[src/rtl/alu_arm_pkg.sv]
// Shared opcode constants and status-flag bit positions for the ARM data-processing ALU.
// Latency: n/a (definitions only).
// Backpressure: n/a.
package alu_arm_pkg;

    localparam logic [3:0] OP_AND = 4'b0000;
    localparam logic [3:0] OP_ORR = 4'b0001;
    localparam logic [3:0] OP_EOR = 4'b0010;
    localparam logic [3:0] OP_BIC = 4'b0011;
    localparam logic [3:0] OP_CMP = 4'b0100;
    localparam logic [3:0] OP_CMN = 4'b0101;
    localparam logic [3:0] OP_TST = 4'b0110;
    localparam logic [3:0] OP_TEQ = 4'b0111;
    localparam logic [3:0] OP_MOV = 4'b1000;
    localparam logic [3:0] OP_MVN = 4'b1001;
    localparam logic [3:0] OP_ADD = 4'b1010;
    localparam logic [3:0] OP_ADC = 4'b1011;
    localparam logic [3:0] OP_SUB = 4'b1100;
    localparam logic [3:0] OP_SBC = 4'b1101;
    localparam logic [3:0] OP_RSB = 4'b1110;
    localparam logic [3:0] OP_RSC = 4'b1111;

    // Bit positions inside a packed {N,C,Z,V} flag nibble.
    localparam int FLAG_N = 3;
    localparam int FLAG_C = 2;
    localparam int FLAG_Z = 1;
    localparam int FLAG_V = 0;

endpackage

[src/rtl/alu_arm_core.sv]
// Combinational result and NCZV flag logic for the 16 ARM data-processing opcodes.
// Latency: 0 cycles (pure combinational).
// Backpressure: none; output follows inputs.
// Ports: op (opcode), da (Rn), db (shifter operand), cin (C flag / shifter carry),
//        res (result), flags (packed N,C,Z,V at FLAG_* positions).
module alu_arm_core
    import alu_arm_pkg::*;
(
    input  logic [3:0]  op,
    input  logic [31:0] da,
    input  logic [31:0] db,
    input  logic        cin,
    output logic [31:0] res,
    output logic [3:0]  flags
);

    logic [31:0] x;
    logic [31:0] y;
    logic        c;
    logic        arith;
    logic [32:0] sum;

    // Operand steering for the single shared adder: subtraction is done as
    // x + ~y + 1 (or + cin for the with-carry forms), reverse forms swap operands.
    always_comb begin
        x     = da;
        y     = db;
        c     = 1'b0;
        arith = 1'b1;
        case (op)
            OP_ADD, OP_CMN: begin end
            OP_ADC: c = cin;
            OP_SUB, OP_CMP: begin y = ~db; c = 1'b1; end
            OP_SBC: begin y = ~db; c = cin; end
            OP_RSB: begin x = db; y = ~da; c = 1'b1; end
            OP_RSC: begin x = db; y = ~da; c = cin; end
            default: arith = 1'b0;
        endcase
    end

    assign sum = {1'b0, x} + {1'b0, y} + {32'b0, c};

    always_comb begin
        case (op)
            OP_AND, OP_TST: res = da & db;
            OP_ORR:         res = da | db;
            OP_EOR, OP_TEQ: res = da ^ db;
            OP_BIC:         res = da & ~db;
            OP_MOV:         res = db;
            OP_MVN:         res = ~db;
            default:        res = sum[31:0];
        endcase
    end

    // Logical/move ops pass the shifter carry through and never overflow.
    always_comb begin
        flags         = 4'b0000;
        flags[FLAG_N] = res[31];
        flags[FLAG_Z] = (res == 32'd0);
        flags[FLAG_C] = arith ? sum[32] : cin;
        flags[FLAG_V] = arith & (x[31] == y[31]) & (res[31] != x[31]);
    end

endmodule

[src/rtl/alu_arm.sv]
// Registered 32-bit ARM data-processing ALU: result and N/C/Z/V flags captured every edge.
// Latency: 1 cycle, loaded on every rising CLK; CLR (sync, active-high) wins over new inputs.
// Backpressure: none; no handshake, a new operation may be issued every cycle.
// Ports: out/NF/CF/ZF/VF registered outputs; A opcode; da Rn; db shifter operand;
//        Cin carry in; CLK clock; CLR synchronous reset.
module alu_arm
    import alu_arm_pkg::*;
(
    output logic [31:0] out,
    output logic        NF,
    output logic        CF,
    output logic        ZF,
    output logic        VF,
    input  logic [3:0]  A,
    input  logic [31:0] da,
    input  logic [31:0] db,
    input  logic        Cin,
    input  logic        CLK,
    input  logic        CLR
);

    logic [31:0] res;
    logic [3:0]  flags;

    alu_arm_core u_core (
        .op    (A),
        .da    (da),
        .db    (db),
        .cin   (Cin),
        .res   (res),
        .flags (flags)
    );

    always_ff @(posedge CLK) begin
        if (CLR) begin
            out <= 32'd0;
            NF  <= 1'b0;
            CF  <= 1'b0;
            ZF  <= 1'b0;
            VF  <= 1'b0;
        end else begin
            out <= res;
            NF  <= flags[FLAG_N];
            CF  <= flags[FLAG_C];
            ZF  <= flags[FLAG_Z];
            VF  <= flags[FLAG_V];
        end
    end

endmodule

[config.mk]
export PLATFORM = sky130hd
export DESIGN_NAME = alu_arm
export DESIGN_NICKNAME = d
export VERILOG_FILES = /design/src/rtl/alu_arm_pkg.sv /design/src/rtl/alu_arm_core.sv /design/src/rtl/alu_arm.sv
export SDC_FILE = /design/constraint.sdc
export NUM_CORES = 1
export LEC_CHECK = 0
export CELL_PAD_IN_SITES_DETAIL_PLACEMENT = 1
export CELL_PAD_IN_SITES_GLOBAL_PLACEMENT = 1
export CORE_ASPECT_RATIO = 1.4
export CORE_UTILIZATION = 44
export CTS_BUF_LIST = sky130_fd_sc_hd__clkbuf_4
export CTS_CLUSTER_SIZE = 20
export DETAILED_ROUTE_END_ITERATION = 12
export PLACE_DENSITY_LB_ADDON = 0.1
export SETUP_SLACK_MARGIN = 0.15
export SYNTH_ARGS = -nofsm -noshare
export SYNTH_HDL_FRONTEND = slang
export SYNTH_HIERARCHICAL = 1
export SYNTH_SLANG_ARGS = --single-unit
export TNS_END_PERCENT = 10
[constraint.sdc]
create_clock -name CLK -period 14.1 [get_ports CLK]
set_input_delay 3.525 -clock CLK [delete_from_list [all_inputs] [get_ports CLK]]
set_output_delay 3.525 -clock CLK [all_outputs]
set_load 0.01 [all_outputs]
==> impl_metrics.json, run 1 <==
{
  "status": "finished, final reports clean",
  "fillers": 2176,
  "max_clock_freq_mhz": 113.0,
  "row_count": 55,
  "wl_met1_um": 10710,
  "min-delay-start": "CLR",
  "critPathKind": "input pin to flop",
  "period_share": 0.6278,
  "io_pins": 107,
  "syn-num-nets": 1223,
  "place.gp.congestion": 0.9898,
  "crit_chain": "buf_2 -> buf_4 -> clkinv_1 -> nand2_1 -> o21ai_2 -> buf_4 -> nand2_1 -> o21ai_0 -> o21ai_0 -> inv_1 -> fa_1 -> nand2b_1 -> a211oi_2 -> o21ai_1 -> o21a_1 -> o211a_1 -> or4_1 -> nor4_1 -> nand4_1 -> nor2_1 -> and2b_2",
  "drv_cap": 0,
  "fin_crit_ns": 8.852,
  "layout_common_cells": "o21ai_0 (140), nand2_1 (132), clkdlybuf4s50_1 (103)",
  "synth_cell_types": 82,
  "startpoint_type": "input pin",
  "num_vias": 8586,
  "track_usage": 0.3446,
  "grt_overflow": 0,
  "synth-edff-count": 0,
  "dr.pass1.iters": 5,
  "synth_area_per_cell_um2": 6.683,
  "synth_ff_type": "dfxtp_1",
  "yosys_register_bits": 36,
  "postSynthCellCount": 1087,
  "cts_tree": "done",
  "final-max-slew-violation-count": 0,
  "powerDensity_nw_per_um2": 72.33,
  "seq_area_frac_synth": 0.09921,
  "io_buffers": 106,
  "numCtsBuffers": 5,
  "cp_slowest_cell": "buf_4",
  "synth.yosys.warnings": 6,
  "dr_wl_met3_um": 1173,
  "cts_hold_buf": 0,
  "antennaDiodeCount": 0,
  "setup_tns_ns": 0,
  "cts_resized": 0,
  "wl_met2_um": 14700,
  "clkSinkCount": 36,
  "antenna_found_initial": 0,
  "async_reset_ff_frac": 0,
  "viasPerCell": 6.485,
  "cts_max_level": 2,
  "ant_nets": 0,
  "grt_max_degree": 98,
  "end_kind": "flop",
  "drc": 0,
  "wl_per_cell_um": 22.48,
  "synthToLayoutAreaGrowth_pct": 13.90,
  "peakVddDrop_mv": 0.04940,
  "cts_setup_buffers": 0,
  "worst_pin_slew_ns": 1.009,
  "final_hold_viol_count": 0,
  "top_layer_used": "met4",
  "setup_viol": 0,
  "layout_commonest_cell": "o21ai_0",
  "hold_class": "input pin to flop",
  "slew_headroom": 0.3211,
  "clk_pin_slew_ns": 0.12,
  "cp-startpoint": "A[1]",
  "dp_hpwl_um": 23020,
  "post-place-ws_ns": 5.047,
  "p_leak_nw": 3.411,
  "crit_path_max_fanout": 50,
  "cp.required_ns": 14.39,
  "setup_ws_ns": 5.248,
  "die_h_um": 154.0,
  "critPathMaxStageDelay_ns": 0.54,
  "root_buffer": "clkbuf_4",
  "drt_iter0_markers": 598,
  "cp_data_arrival_time_ns": 9.14,
  "synth_area_um2": 7264,
  "rsz0062_at_grt": "false",
  "start_util": 0.4492,
  "die_area_um2": 17040,
  "hold_depth": 3,
  "grt_pass1_wl_um": 46490,
  "layout-drive-gt1-share": 0.04622,
  "fin_nets": 1260,
  "cts.path.max_buffers": 2,
  "grt_pass1_vias": 8764,
  "totalWireLength_um": 29760,
  "coreArea_um2": 16170,
  "die_w_um": 110.6
}
## layout make-up
cell class	count	area, um2	area share
Inverter	81	304.0	0.03675
Tap cell	199	249.0	0.03009
Sequential cell	36	720.7	0.08710
Timing Repair Buffer	120	1154	0.1394
Clock inverter	3	42.54	0.005141
Clock buffer	5	37.54	0.004537
Multi-Input combinational cell	880	5767	0.6970
## worst max-delay path, delay by kind of cell
family                   cells  cell delay, ns
AND/OR/NAND/NOR              8            2.06
buffers and inverters        5            1.74
AO/OA/AOI/OAI                7            1.40
adder cells (fa/ha/maj)      1            0.39
## state kept, by name, indices dropped and copies added, names as in the netlist
signal	flops
CF	1
NF	1
VF	1
out	32
ZF	1
## stage by stage
step,utilization,cell area (um2),cells,hold WS (ns),power (mW)
global placement,0.5067,8194,1316,4.259,0.5115
CTS,0.5116,8274,1324,3.977,0.5956
floorplan,-,7264,1087,3.716,0.3801
detailed placement,0.5067,8194,1316,4.260,0.5207
global route,0.5116,8274,1324,3.987,0.6419
finish,0.5116,8274,1324,3.979,0.5984
## worst paths after layout
path                             end
hold / removal    out[28]$_SDFF_PP0_
setup / recovery       ZF$_SDFF_PP0_
## per-layer routing
layer  GRT usage  vias to the layer above
li1            -                     4060
met1      0.3471                     4108
met2      0.6220                      299
met3     0.03232                      119
met4      0.3206                        0
met5           0                        -
## power by group
group / switching [mW] / internal, mW / leakage (nW)
combinational: 0.241 / 0.165 / 3.07
sequential: 0.00372 / 0.116 / 0.299
clock: 0.0359 / 0.0370 / 0.0412
## cells by family after synthesis
group / share of synthesized area
XOR/XNOR: 0.04461
adder cells (fa/ha/maj): 0.1140
multiplexers: 0.01275
AND/OR/NAND/NOR: 0.2628
AO/OA/AOI/OAI: 0.3576
buffers and inverters: 0.1090
flip-flops: 0.09921
## Yosys cell counts (all sizes together), types with 10 or more instances
master  instances  share of area
xnor2          24          0.029
inv            79          0.041
nor3           19          0.013
o21ai         146           0.10
nand2b         10         0.0086
buf            40          0.041
a31oi          19          0.016
ha             63           0.11
a211oi         15          0.016
nor2b          38          0.033
nand3          23          0.016
o22ai          12          0.010
nand2         132          0.068
o221ai         10          0.012
xor2           13          0.016
nor2           56          0.029
clkbuf         50          0.026
o211ai         18          0.019
a21oi          62          0.043
dfxtp          36          0.099
a21o           14          0.014
o21a           11          0.011
nand4          11         0.0095
o32ai          15          0.018
No activity file was read; power rests on OpenSTA's default activity.
==> run 2, diff against run 1 <==
--- a/config.mk
+++ b/config.mk
@@ -8,7 +8,7 @@
 export CELL_PAD_IN_SITES_DETAIL_PLACEMENT = 1
 export CELL_PAD_IN_SITES_GLOBAL_PLACEMENT = 1
 export CORE_ASPECT_RATIO = 1.4
-export CORE_UTILIZATION = 44
+export CORE_UTILIZATION = 41
 export CTS_BUF_LIST = sky130_fd_sc_hd__clkbuf_4
 export CTS_CLUSTER_SIZE = 20
 export DETAILED_ROUTE_END_ITERATION = 12
==> constraint.sdc (replaced) <==
create_clock -name CLK -period 8.3 [get_ports CLK]
set_input_delay 2.075 -clock CLK [delete_from_list [all_inputs] [get_ports CLK]]
set_output_delay 2.075 -clock CLK [all_outputs]
set_load 0.01 [all_outputs]
==> run 2 against run 1 <==
Compared with the run above: clock power is 24% higher; combinational power rose by 69%; worst setup slack worse by 3.8 ns; critical path type unchanged.
==> impl_metrics.json, run 2 (synthesized netlist as in run 1, its figures left out) <==
{
  "final_hold_viol_count": 0,
  "cts_tree": "done",
  "clkSinkCount": 36,
  "cp_slowest_cell": "clkdlybuf4s50_1",
  "die_area_um2": 18260,
  "numCtsBuffers": 5,
  "setup_ws_ns": 1.486,
  "drc": 0,
  "ant_nets": 0,
  "cts.path.max_buffers": 2,
  "post-place-ws_ns": 1.180,
  "grt_max_degree": 75,
  "io_pins": 107,
  "row_count": 57,
  "die_w_um": 114.5,
  "antennaDiodeCount": 0,
  "setup_tns_ns": 0,
  "rsz0062_at_grt": "false",
  "layout_common_cells": "o21ai_0 (140), nand2_1 (132), clkdlybuf4s50_1 (103)",
  "fin_nets": 1261,
  "largest_reg_flops": 32,
  "viasPerCell": 6.258,
  "cts_resized": 0,
  "crit_path_max_fanout": 45,
  "end_kind": "flop",
  "crit_chain": "clkdlybuf4s50_1 -> nand3_2 -> buf_4 -> o21ai_2 -> nand2_1 -> o21ai_0 -> o21ai_0 -> fa_1 -> inv_1 -> fa_1 -> nand2b_1 -> a211oi_2 -> o21ai_1 -> o21a_1 -> o211a_1 -> or4_1 -> nor4_1 -> nand4_1 -> nor2_1 -> and2b_2",
  "num_vias": 8524,
  "setup_viol": 0,
  "cts_hold_buf": 0,
  "track_usage": 0.3328,
  "cp_top_family": "simple AND/OR/NAND/NOR gates",
  "cts_setup_buffers": 0,
  "period_share": 0.8210,
  "worst_pin_slew_ns": 1.166,
  "layout-drive-gt1-share": 0.04529,
  "critPathKind": "input pin to flop",
  "postLayoutCoreUtil": 0.4790,
  "synthToLayoutAreaGrowth_pct": 14.28,
  "hold_class": "input pin to flop",
  "dp_hpwl_um": 23680,
  "startpoint_type": "input pin",
  "cp_num_buf_inv": 3,
  "io_buffers": 106,
  "cp.required_ns": 8.59,
  "status": "finished, final reports clean",
  "dr.pass1.iters": 4,
  "regMostFlops": "out",
  "max_clock_freq_mhz": 146.7,
  "grt_pass1_vias": 8626,
  "final-max-slew-violation-count": 0,
  "antenna_found_initial": 0,
  "drt_iter0_markers": 515,
  "peakVddDrop_mv": 0.1019,
  "critPathMaxStageDelay_ns": 0.59,
  "p_leak_nw": 3.403,
  "drv_cap": 0,
  "cp_data_arrival_time_ns": 7.10,
  "totalWireLength_um": 30090,
  "die_h_um": 159.5,
  "powerDensity_nw_per_um2": 117.9,
  "cts_max_level": 2,
  "slew_headroom": 0.2209,
  "start_util": 0.4192,
  "place.gp.congestion": 0.9145,
  "grt_overflow": 0,
  "fin_crit_ns": 6.814,
  "wl_per_cell_um": 22.09,
  "coreArea_um2": 17330,
  "layout_commonest_cell": "o21ai_0",
  "grt_pass1_wl_um": 46770,
  "root_buffer": "clkbuf_4",
  "clk_pin_slew_ns": 0.10
}
run 2: report_power, final:
part	internal, mW	total [mW]	switching (mW)
clock	0.0355	0.0903	0.0548
combinational	0.281	0.685	0.404
sequential	0.197	0.203	0.00625
run 2: per-stage QoR:
stage / instances / power (mW) / area, um2 / hold slack (ns)
2_1_floorplan: 1087 / 0.6458 / 7264 / 2.266
3_3_place_gp: 1354 / 0.8766 / 8245 / 2.809
3_5_place_dp: 1354 / 0.8862 / 8245 / 2.812
4_1_cts: 1362 / 0.9811 / 8302 / 2.525
5_1_grt: 1362 / 1.059 / 8302 / 2.558
6_report: 1362 / 0.9784 / 8302 / 2.542
run 2: area by class of cell:
cell class	count	area, um2
inverters	81	304.0
fillers	2296	9029
repair buffers	121	1161
clock inverters	2	11.26
multi-input cells	880	5764
flip-flops and latches	36	720.7
well taps	236	295.3
clock buffers	6	45.04
run 2: routing by layer:
layer  wire, um  GRT usage
met2      14870     0.5887
met1      11050     0.3407
met3        957    0.03502
met5          0          0
met4       3207     0.2969
run 2: tightest hold or removal path: stages:
cell             delay, ns
clkdlybuf4s50_1       0.39
buf_4                 0.24
nor2b_1               0.13
run 2: final timing paths:
kind	startpoint	endpoint	slack, ns	cells after the start
setup / recovery	A[2]	ZF$_SDFF_PP0_	1.49	20
hold / removal	CLR	out[22]$_SDFF_PP0_	2.54	3
==> run 3, diff against run 2 <==
==> constraint.sdc (replaced) <==
create_clock -name CLK -period 6.29 [get_ports CLK]
set_input_delay 1.5725 -clock CLK [delete_from_list [all_inputs] [get_ports CLK]]
set_output_delay 1.5725 -clock CLK [all_outputs]
set_load 0.01 [all_outputs]
==> run 3 against run 2 <==
Compared with the run above: via count up 0.27%; cell count increased by 1.6%; critical endpoint unchanged; highest routed layer unchanged; sequential power is 32% higher; combinational power rose by 36%; non-clock buffer count grew 22; wire length is 1.0% lower; clock power is 33% higher; flip-flop and latch count is the same; global-route usage down 0.47 points; die area stayed put.
==> impl_metrics.json, run 3 (synthesized netlist as in run 1, its figures left out) <==
{
  "hold_ws_ns": 1.976,
  "coreArea_um2": 17330,
  "start_util": 0.4192,
  "ant_nets": 0,
  "crit_chain": "clkdlybuf4s50_1 -> nand3_2 -> o21ai_2 -> nand2_1 -> o21ai_0 -> o21ai_0 -> fa_1 -> inv_1 -> fa_1 -> nand2b_1 -> a211oi_2 -> o21ai_2 -> o21a_1 -> o211a_1 -> or4_1 -> nor4_1 -> nand4_1 -> nor2_1 -> and2b_2",
  "cp_num_buf_inv": 2,
  "num_vias": 8547,
  "clockPowerShare": 0.091,
  "die_w_um": 114.5,
  "viasPerCell": 6.176,
  "track_usage": 0.3281,
  "hold_class": "input pin to flop",
  "dp_hpwl_um": 23910,
  "crit_path_max_fanout": 10,
  "die_area_um2": 18260,
  "p_comb_frac": 0.706,
  "cp.required_ns": 6.60,
  "startpoint_type": "input pin",
  "met2_usage": 0.6080,
  "cts_max_level": 2,
  "io_pins": 107,
  "setup_viol": 0,
  "grt_overflow": 0,
  "grt_pass1_vias": 8604,
  "final-max-slew-violation-count": 0,
  "cp_data_arrival_time_ns": 6.08,
  "busiest_layer": "met2",
  "drc": 0,
  "final_hold_viol_count": 0,
  "setup_tns_ns": 0,
  "cp_top_family": "simple AND/OR/NAND/NOR gates",
  "clkSinkCount": 36,
  "place.gp.congestion": 0.9230,
  "peakVddDrop_mv": 0.1356,
  "drv_cap": 0,
  "numCtsBuffers": 5,
  "fin_nets": 1283,
  "cts_tree": "done",
  "period_share": 0.9180,
  "layout_common_cells": "o21ai_0 (138), nand2_1 (132), clkdlybuf4s50_1 (103)",
  "grt_max_degree": 63,
  "max_clock_freq_mhz": 173.2,
  "status": "finished, final reports clean",
  "worst_pin_slew_ns": 1.101,
  "antenna_found_initial": 0,
  "dpl_cell_area_um2": 8417,
  "fin_crit_ns": 5.774,
  "clk_pin_slew_ns": 0.11,
  "io_buffers": 106,
  "cts_hold_buf": 0,
  "grt_pass1_wl_um": 46150,
  "totalPowerFinal_mw": 1.321,
  "p_leak_nw": 3.506,
  "drt_iter0_markers": 457,
  "cts.path.max_buffers": 2,
  "totalWireLength_um": 29780,
  "use_met3": 0.02627,
  "post-place-ws_ns": 0.2182,
  "layout-drive-gt1-share": 0.06533,
  "root_buffer": "clkbuf_4",
  "end_kind": "flop",
  "rsz0062_at_grt": "false",
  "largest_reg_flops": 32,
  "swShare": 0.4759,
  "switchingPower_uw": 628.5,
  "setup_ws_ns": 0.5159,
  "regMostFlops": "out",
  "critPathKind": "input pin to flop",
  "final_area_um2": 8473,
  "wl_per_cell_um": 21.52,
  "dr.pass1.iters": 5,
  "cp_slowest_cell": "or4_1",
  "internal-power_uw": 692.3,
  "synthToLayoutAreaGrowth_pct": 16.64,
  "fin_cells": 1384,
  "row_count": 57,
  "grt_use_met1": 0.3381,
  "critPathMaxStageDelay_ns": 0.51,
  "postLayoutCoreUtil": 0.4889,
  "sequentialPowerShare": 0.203,
  "dp.cells": 1376,
  "slew_headroom": 0.2640,
  "layout_commonest_cell": "o21ai_0",
  "die_h_um": 159.5,
  "antennaDiodeCount": 0,
  "powerDensity_nw_per_um2": 155.9
}
==> run 3: changes by cell type in the layout (fill, tap and decap cells not counted) <==
cell / change
o21ai_1: +1
nor2_2: +1
clkbuf_4: -1
nor2_1: -1
o21ai_0: -2
buf_4: +22
o21ai_2: +1
clkinvlp_4: +1
==> run 3: worst paths after layout <==
path,startpoint,end,slack [ns],cells past startpoint
worst max-delay path,A[2],ZF$_SDFF_PP0_,0.52,19
worst min-delay path,A[0],out[9]$_SDFF_PP0_,1.98,5
==> run 3: layout make-up <==
cell class	count	area, um2
Multi-Input combinational cell	880	5771
Timing Repair Buffer	143	1326
Tap cell	236	295.3
Fill cell	2347	8857
Inverter	81	304.0
Sequential cell	36	720.7
Clock inverter	3	18.77
Clock buffer	5	37.54
==> run 3: repair_timing <==
action | in CTS | in global routing
buffers inserted | 0 | 0
endpoints found under the hold margin | 0 | 0
setup endpoints to repair | 0 | 1
gates resized for setup | 0 | 1
==> run 3: routing by layer <==
metal / wire, um / vias up / part of all wire
met5: 0 / - / 0
met4: 2535 / 0 / 0.085
met3: 898 / 86 / 0.030
met2: 15430 / 223 / 0.52
met1: 10920 / 4140 / 0.37
li1: - / 4098 / -
==> run 3: worst min-delay path, cell delays in order <==
cell      delay [ns]
buf_4           0.16
a21oi_1         0.14
a211oi_1        0.10
a21oi_1         0.17
nor2b_1         0.14
==> run 3: power groups by stage <==
stage | registers (mW) | logic, mW | clock network (mW)
6_report | 0.268 | 0.933 | 0.120
5_1_grt | 0.271 | 1.02 | 0.137
4_1_cts | 0.269 | 0.930 | 0.126
3_5_place_dp | 0.275 | 0.925 | 0
3_3_place_gp | 0.273 | 0.911 | 0
2_1_floorplan | 0.290 | 0.563 | 0
==> edit, RTL diff (config.mk and constraints of run 3) <==
Register the output `ZF` once more; this adds one clock of latency there. The other outputs are not delayed to match. Comments in the files are not updated.
--- a/src/rtl/alu_arm.sv
+++ b/src/rtl/alu_arm.sv
@@ -19,6 +19,8 @@
     input  logic        CLR
 );
 
+    logic ZF_s0;
+
     logic [31:0] res;
     logic [3:0]  flags;
 
@@ -36,16 +38,20 @@
             out <= 32'd0;
             NF  <= 1'b0;
             CF  <= 1'b0;
-            ZF  <= 1'b0;
+            ZF_s0 <= 1'b0;
             VF  <= 1'b0;
         end else begin
             out <= res;
             NF  <= flags[FLAG_N];
             CF  <= flags[FLAG_C];
-            ZF  <= flags[FLAG_Z];
+            ZF_s0 <= flags[FLAG_Z];
             VF  <= flags[FLAG_V];
         end
     end
 
+    always_ff @(posedge CLK) begin
+        ZF <= ZF_s0;
+    end
+
 endmodule
 
Behaviour: not the same (Yosys sat finds a counterexample within 4 cycles, from zero or initial values).
==> edit against run 3 <==
  * Global-route usage is 0.42 points higher
  * Clock power increased by 4%
  * Sequential cell count grew 1
  * Count of clock-buffer cells in the layout stayed put
  * Worst setup slack got worse by 66 ps
  * Total power increased by 0.93%
  * Cell area is 0.10% higher
  * Critical path depth is 1 higher
  * Synthesized area rose by 0.28%
  * Wire length is 0.80% higher
==> edit: results (changes against run 3) <==
pin count of the biggest net entering global routing: 61 (-3.2%)
Worst path max stage delay: 570 ps (+60 ps)
syn_nets: 1224 (+0.082%)
initial antenna violation count: 0 (unchanged)
worst skew pair latency: 350 ps
Final GP Congestion: 0.970 (+5.1%)
VDD IR max: 0.111 mV (-18%)
dpl hpwl: 23.8 mm (-0.46%)
wire per inst: 21.7 um (+0.94%)
ANT cells: 0 (unchanged)
fin nets: 1281 (-0.16%)
HP Class: flip-flop to flip-flop
status: finished clean
via/cell ratio: 6.27 (+1.5%)
synth top area cells: ha_1 (11%), dfxtp_1 (10%), o21ai_0 (9.6%)
GRT Total Usage: 33.2% (+0.42 points)
TritonCTS buffer count: 5 (unchanged)
vias in the first global route: 8775 (+2.0%)
global-route wire length before repair: 47.1 mm (+2.1%)
CP max-delay cell: clkdlybuf4s50_1
register area share after synthesis: 10.2% (+0.25 points)
worst-path fanout max: 15 (+5)
Slew @ Worst Pin: 1140 ps (+36.1 ps)
Iteration-0 DRC Markers: 386 (-16%)
Pre-Repair DR Iteration Count: 4 (-1)
share of layout cells above drive strength 1: 6.37% (-0.16 points)
Pleak: 3.51 nW (about the same)
Switching Share: 47.7% (+0.081 points)
Worst EP arrival: 6140 ps (+60 ps)
## edit: power by group through the flow
stage	Sequential [mW]	Clock, mW	Combinational [mW]
6_report	0.274	0.125	0.934
2_1_floorplan	0.297	0	0.563
4_1_cts	0.275	0.130	0.927
3_5_place_dp	0.281	0	0.922
3_3_place_gp	0.280	0	0.910
5_1_grt	0.277	0.141	1.02
## edit: area by class of cell
cell class	count	area, um^2
multi-input cells	880	5770
clock buffers	5	37.5
inverters	81	304
clock inverters	3	17.5
fillers	2322	8920
well taps	236	295
repair buffers	140	1320
flip-flops and latches	37	741
## edit: path summary, 6_finish.rpt
path	endpoint	cells past startpoint	startpoint
worst max register to register	ZF	0	ZF_s0
worst min register to register	ZF	0	ZF_s0
worst max-delay path	ZF_s0	20	A[2]
worst min-delay path	ZF	0	ZF_s0
## edit: cell families (layout without fill, tap and decap cells)
logic type | count (synthesis) | after routing | synth area share (%)
AND/OR/NAND/NOR | 370 | 370 | 26.2
AO/OA/AOI/OAI | 399 | 399 | 35.7
XOR/XNOR | 37 | 37 | 4.45
adder cells (fa/ha/maj) | 65 | 65 | 11.4
multiplexers | 9 | 9 | 1.27
buffers and inverters | 171 | 229 | 10.9
flip-flops | 37 | 37 | 10.2
## edit: metrics by stage
stage	worst slack, ps	hold WS, ps	instance area [um^2]	cells
2_1_floorplan	164	310	7290	1088
6_report	450	352	8480	1382
3_5_place_dp	202	342	8430	1374
5_1_grt	242	373	8480	1382
3_3_place_gp	304	338	8430	1374
4_1_cts	567	360	8480	1382
## edit: routing by layer
metal  track usage (%)  wire [um]  vias up
li1                  -          -     4090
met1              34.2      11200     4216
met2              60.2      15200      246
met3              3.07        916      110
met4              27.0       2740        0
met5                 0          0        -
